<file path="src/rtl/rom_fetch.sv">
// rom_fetch: burst reader for a combinational ROM with programmable access wait and FWFT output FIFO.
// Ports: fclk/rst clock and sync reset; req_* burst request (addr, len 0=256) with valid/ready;
// rom_addr/rom_data ROM port; out_* FIFO head stream with last flag; busy while fetching; sum of burst bytes.
module rom_fetch #(
    parameter int WAIT  = 2,
    parameter int DEPTH = 4
) (
    input  logic        fclk,
    input  logic        rst,
    input  logic        req_valid,
    output logic        req_ready,
    input  logic [18:0] req_addr,
    input  logic [7:0]  req_len,
    output logic [18:0] rom_addr,
    input  logic [7:0]  rom_data,
    output logic        out_valid,
    input  logic        out_ready,
    output logic [7:0]  out_data,
    output logic        out_last,
    output logic        busy,
    output logic [15:0] sum
);
    localparam int AW = $clog2(DEPTH);
    typedef enum logic {IDLE, FETCH} state_t;
    state_t state, state_nx;
    logic [3:0] wcnt;
    logic [8:0] left;
    logic [AW:0] wptr, rptr;
    logic [8:0] mem [DEPTH];
    logic accept, full, push, pop;
    // Full when pointers differ only in the wrap bit; evaluated before this edge's pop.
    assign full = (wptr[AW] != rptr[AW]) && (wptr[AW-1:0] == rptr[AW-1:0]);
    always_ff @(posedge fclk) begin
        state <= rst ? IDLE : state_nx;
    end
    always_comb begin
        state_nx = accept ? FETCH : (push && left == 9'd1) ? IDLE : state;
    end
    always_comb begin
        req_ready = state == IDLE;
        busy      = state == FETCH;
        accept    = req_valid && req_ready;
        push      = busy && wcnt == 4'd0 && !full;
        out_valid = wptr != rptr;
        pop       = out_valid && out_ready;
        // Head is forced to zero when empty so outputs are clean out of reset.
        {out_last, out_data} = out_valid ? mem[rptr[AW-1:0]] : 9'd0;
    end
    always_ff @(posedge fclk) begin
        if (rst) begin
            rom_addr <= '0;
            wcnt     <= '0;
            left     <= '0;
            sum      <= '0;
            wptr     <= '0;
            rptr     <= '0;
        end else begin
            if (accept) begin
                rom_addr <= req_addr;
                left     <= req_len == 8'd0 ? 9'd256 : {1'b0, req_len};
                wcnt     <= 4'(WAIT);
                sum      <= '0;
            end else if (busy && wcnt != 4'd0) begin
                wcnt <= wcnt - 1'b1;
            end else if (push) begin
                sum <= sum + {8'd0, rom_data};
                if (left != 9'd1) begin
                    rom_addr <= rom_addr + 1'b1;
                    left     <= left - 1'b1;
                    wcnt     <= 4'(WAIT);
                end
            end
            if (push) begin
                mem[wptr[AW-1:0]] <= {left == 9'd1, rom_data};
                wptr <= wptr + 1'b1;
            end
            if (pop) rptr <= rptr + 1'b1;
        end
    end
endmodule

</file>
<file path="config.mk">
export PLATFORM = sky130hd
export DESIGN_NAME = rom_fetch
export DESIGN_NICKNAME = d
export VERILOG_FILES = /design/src/rtl/rom_fetch.sv
export SDC_FILE = /design/constraint.sdc
export NUM_CORES = 1
export LEC_CHECK = 0
export CELL_PAD_IN_SITES_DETAIL_PLACEMENT = 1
export CELL_PAD_IN_SITES_GLOBAL_PLACEMENT = 1
export CORE_AREA = 2 2 119 121
export CTS_BUF_LIST = sky130_fd_sc_hd__clkbuf_4 sky130_fd_sc_hd__clkbuf_8
export CTS_CLUSTER_DIAMETER = 120
export CTS_CLUSTER_SIZE = 10
export DETAILED_ROUTE_END_ITERATION = 8
export DIE_AREA = 0 0 121 123
export PLACE_DENSITY_LB_ADDON = 0.1
export SKIP_LAST_GASP = 1
export SYNTH_ARGS = -nofsm -noshare
export SYNTH_HDL_FRONTEND = slang
export SYNTH_SLANG_ARGS = --single-unit
</file>
<file path="constraint.sdc">
create_clock -name fclk -period 6 [get_ports fclk]
set_clock_uncertainty 0.15 [all_clocks]
set_input_delay 1.2 -clock fclk [delete_from_list [all_inputs] [get_ports fclk]]
set_output_delay 1.2 -clock fclk [all_outputs]
set_load 0.03 [all_outputs]
</file>
# After elaboration in Yosys (flattened, before gate mapping)
# Memories as Yosys holds them, arrays and structs flattened. A register that Yosys moved wholly into a read port is not among the register bits.
# Cells that the tools add are included.
[word_totals]
regBits = 55
latchBits = 0
mem_bits_rw = 36
mem_bits_ro = 0
input_bits = 39
output_inout_bits = 47
elab_cells = 67
mem_count = 1
[mem_list]
columns = ["name", "depth", "width", "rd", "rd_ports_with_merged_regs", "wr", "line", "text"]
rows = [
  ["mem", 4, 9, 1, 1, 1, "29", "logic [8:0] mem [DEPTH];"],
]
[classes]
addsub = 6
mul = 0
div = 0
magnitude_cmp = 0
n_eq_ne = 6
n_shift = 0
n_mux = 21
n_bitwise = 2
n_reduce_logical = 23
[op_table]
columns = ["op", "n"]
rows = [
  ["$mux W19", 4],
  ["$mux W9", 6],
  ["$add A19 B1 Y19 const B", 1],
  ["$add A16 B8 Y16", 1],
  ["$mux W4", 3],
  ["$reduce_bool A2 Y1", 5],
  ["$eq A9 B1 Y1 const B", 1],
  ["$ne A9 B1 Y1 const B", 1],
  ["$sub A9 B1 Y9 const B", 1],
  ["$logic_not A8 Y1", 1],
  ["$logic_and A1 B1 Y1", 7],
  ["$add A3 B1 Y3 const B", 2],
  ["$mux W2", 3],
  ["$reduce_and A2 Y1", 3],
  ["$reduce_bool A3 Y1", 2],
  ["$mux W1", 5],
  ["$logic_not A4 Y1", 1],
  ["$reduce_bool A4 Y1", 1],
  ["$sub A4 B1 Y4 const B", 1],
  ["$ne A3 B3 Y1", 1],
  ["$reduce_and A3 Y1", 1],
  ["$eq A2 B2 Y1", 1],
  ["$ne A2 B2 Y1 const B", 1],
  ["$not A1 Y1", 2],
  ["3 further kinds", 3],
]

# Logic depth before layout (Yosys ltp)
[depth]
word_depth = 7
ltp_mapped = 9
ltp_nobuf = 8

# Worst setup path after synthesis
# Ideal clock, no wire load.
[synth_timing]
path_type = "reg-to-output"
start = "register rptr[2]"
end = "output port out_data[0]"
arrival_ns = 1.746
slack_ns = 2.904
path_stages_with_launch = 5
n_path_buf = 1
path_cell_list = "dfxtp_1 xnor2_1 or3b_2 clkbuf_1 and2_1"
[synth_between]
elab_chain_cells = 2
[synth_rtl]
columns = ["element", "line", "text"]
rows = [
  ["start, declared", "28", "logic [AW:0] wptr, rptr;"],
  ["start signal, assigned", "77", "if (pop) rptr <= rptr + 1'b1;"],
  ["$ne A3 B3 Y1", "44", "out_valid = wptr != rptr;"],
  ["via out_valid", "16", "output logic out_valid,"],
  ["$mux W9", "47", "{out_last, out_data} = out_valid ? mem[rptr[AW-1:0]] : 9'd0;"],
  ["end, declared", "18", "output logic [7:0] out_data,"],
]
# The timed path passes the listed nets, and every way through them passes these cells.

# Final worst setup path
[layout_timing]
start = "register rptr[2]"
end = "output port out_data[0]"
[layout_between]
elab_chain_cells = 2
[layout_rtl]
columns = ["element", "line"]
rows = [
  ["$ne A3 B3 Y1", "44"],
  ["$mux W9", "47"],
]
# Every way passes these cells.

==> out/metrics.cfg <==
[outcome]
status=completed

[sta]
rsz0062_at_grt=false
setup_viol=0
maxSlewViolCount=0
min_period_ns=3.90
period_share_pct=64.9
relSlewSlack_pct=29.6
final.setup.tns_ns=0
max_freq_ghz=0.257
tightest_slew_ns=1.06
finalHoldViolations=0

[layout]
nFillCells=1534
fin_area_mm2=0.00585
diodes=0
drive_gt1_share_pct=8.36
syn_to_final_growth_pct=26.1
fin_nets=591
final_util_pct=42.9

[place]
port_buffers=85
gp_congestion=0.826
hpwl_mm=9.15
dpl_cell_area_mm2=0.00566

[clock_tree]
ctsHtreeMaxLevel=3
cts.repair.resized=0
cts_sinks=93
cts_buffer_depth=2
cts.clk_slew.worst_paths_ns=0.11
cts_setup_buffers=0
hold_buffers=0
cts_tree=done
worstSkewPairLatency_ns=0.39
numCtsBuffers=9
root_buffer=clkbuf_8

[die]
design.core.area_mm2=0.0136
fp.dieW_um=121
rows=43
dieArea_mm2=0.0149
io_pins=86
fp.dieH_um=123
initial_core_util_pct=34.1

[routing]
vias=3839
drt_pass1_iterations=4
drt-total-wl_mm=12.9
antenna_left=0
dr.first_iter.drc_count=203
viasPerCell=5.35
detail_route.wl_per_cell_um=18.0
drc=0

[worst_setup_path]
cp_cell_sequence=xnor2_1, or3b_2, and2_1, clkdlybuf4s50_1
critical_path_arrival_ns=2.55
ff2ff_setup_slack_ns=3.36
crit_buf_inv=1
start_kind=flop
crit_path_end_kind=output port
cp.depth=4
critPathKind=flop to output port
r2r_cells=7
worstPathRequired_ns=4.65
reg2reg_to=rom_addr[18]$_SDFFE_PP0P_
path_max_fanout=13
cp-endpoint=out_data[0]
crit_family=simple AND/OR/NAND/NOR gates
cp_slowest_stage_delay_ns=0.64
critPathLaunch=rptr[2]$_SDFFE_PP0P_
rr_startpoint=wcnt[0]$_SDFFE_PP0P_
cp_slowest_cell=or3b_2

[grt]
grt_max_degree=40
grt_pass1_vias=3981
grt_pass1_wl_mm=21.1
track_usage_pct=18.4
grt_antenna_before_repair=0
gr-total-overflow=0

[power_and_ir_drop]
combPwrFrac_pct=27.2
switchingPower_uw=555
sw_frac_of_total_pct=34.8
leakagePower_uw=0.00197
ir_drop_mv=0.0867
clkPwrFrac_pct=26.3
internal_power_uw=1040
power_density_mw_per_mm2=273
p_seq_share_pct=46.5

[logic_synthesis]
synth_cells=452
syn_nets=510
ys_top_cells_by_area=dfxtp_1 (25%), edfxtp_1 (23%), ha_1 (4.9%), mux4_2 (4.4%), o21ai_0 (3.2%)
synth.top_cells.by_count=dfxtp_1 (57), edfxtp_1 (36), nand2_1 (34)
ys.flop_type=dfxtp_1
synth.most_common_cell=dfxtp_1
synth_cell_type_count=65
ys_warn_count=0
yosysSeqAreaShare_pct=47.9
synth_seq_cells=93
yosysTopAreaCellShare_pct=24.6
avgSynthCellArea_um2=10.3
synth_edf_count=36
synth_area_mm2=0.00464
synth_area_leader_cell=dfxtp_1
async_flop_share_pct=0

[min_path]
hp-class=flop to flop

[run]
maxCapViolCount=0

flip-flops by register name, indices dropped and copies added, names as in the netlist, named ones only:
name,cells
busy,1
left,9
mem,36
rom_addr,19
rptr,3
sum,16
wcnt,4
wptr,3
per-layer routing:
metal  part of all wire [%]  GRT usage, %
met1                     48          25.1
met2                     48          29.4
met3                    2.6          3.60
met4                    1.3          5.74
met5                      0             0
tightest hold or removal path, cell delays in order, from the launching register on:
cell and delay, ns:
dfxtp_1 0.34, nand2_1 0.06, a21oi_1 0.05
worst min-delay path by stage:
stage,start,endpoint,cells past startpoint
2_1_floorplan,left[7]$_SDFFE_PP0P_,left[7]$_SDFFE_PP0P_,2
3_3_place_gp,sum[3]$_SDFFE_PP0P_,sum[3]$_SDFFE_PP0P_,2
3_5_place_dp,sum[3]$_SDFFE_PP0P_,sum[3]$_SDFFE_PP0P_,2
4_1_cts,sum[3]$_SDFFE_PP0P_,sum[3]$_SDFFE_PP0P_,2
5_1_grt,wcnt[0]$_SDFFE_PP0P_,wcnt[0]$_SDFFE_PP0P_,2
6_report,sum[5]$_SDFFE_PP0P_,sum[5]$_SDFFE_PP0P_,2
logic make-up after synthesis:
family / share of synthesized area (%)
mux: 4.59
compound gates: 16.2
flops: 47.9
buf+inv: 3.51
fa+ha+maj: 5.29
xor+xnor: 3.97
simple gates: 18.5
area by class of cell:
class                           instances  area (µm²)  share of cell area (%)
Sequential cell                        93        2220                    38.0
Tap cell                              180         225                    3.85
Clock buffer                            9         124                    2.12
Inverter                               18        80.1                    1.37
Multi-Input combinational cell        322        2250                    38.5
Timing Repair Buffer                   89         881                    15.1
Clock inverter                          7        62.6                    1.07
stage by stage:
stage          instances  total power, µW  worst slack [ns]  hold WS, ns
6_report             718             1600              2.10        0.335
4_1_cts              718             1620              2.06        0.338
2_1_floorplan        452             1020              2.90        0.305
3_3_place_gp         702             1190              2.07        0.318
5_1_grt              718             1690              1.96        0.374
3_5_place_dp         702             1200              2.02        0.322
placed cells by master, fill, tap and decap left out, types with 3 or more instances in the layout:
| master | n |
|---|---|
| a31oi_1 | 6 |
| ha_1 | 18 |
| clkbuf_8 | 9 |
| a211oi_1 | 11 |
| inv_6 | 3 |
| nand2_1 | 34 |
| o21ai_0 | 30 |
| clkdlybuf4s50_1 | 85 |
| nor3_1 | 10 |
| or4_1 | 7 |
| or3_1 | 9 |
| xnor2_1 | 7 |
| and2_1 | 10 |
| inv_1 | 17 |
| o31a_1 | 3 |
| dfxtp_1 | 57 |
| mux4_2 | 9 |
| nor2_1 | 28 |
| o211ai_1 | 6 |
| buf_4 | 4 |
| xor2_1 | 14 |
| nor4_1 | 7 |
| nand3_1 | 16 |
| and3_1 | 4 |
| a21oi_1 | 27 |
| edfxtp_1 | 36 |
| o21a_1 | 4 |
| o21ai_1 | 3 |
| nand4_1 | 15 |
power groups by stage:
stage	clock [µW]	combinational [µW]	sequential, µW
2_1_floorplan	0	260	763
3_5_place_dp	0	437	759
4_1_cts	433	439	745
6_report	421	434	743
5_1_grt	462	474	751
3_3_place_gp	0	430	757
Power figures use the tool's default switching activity.
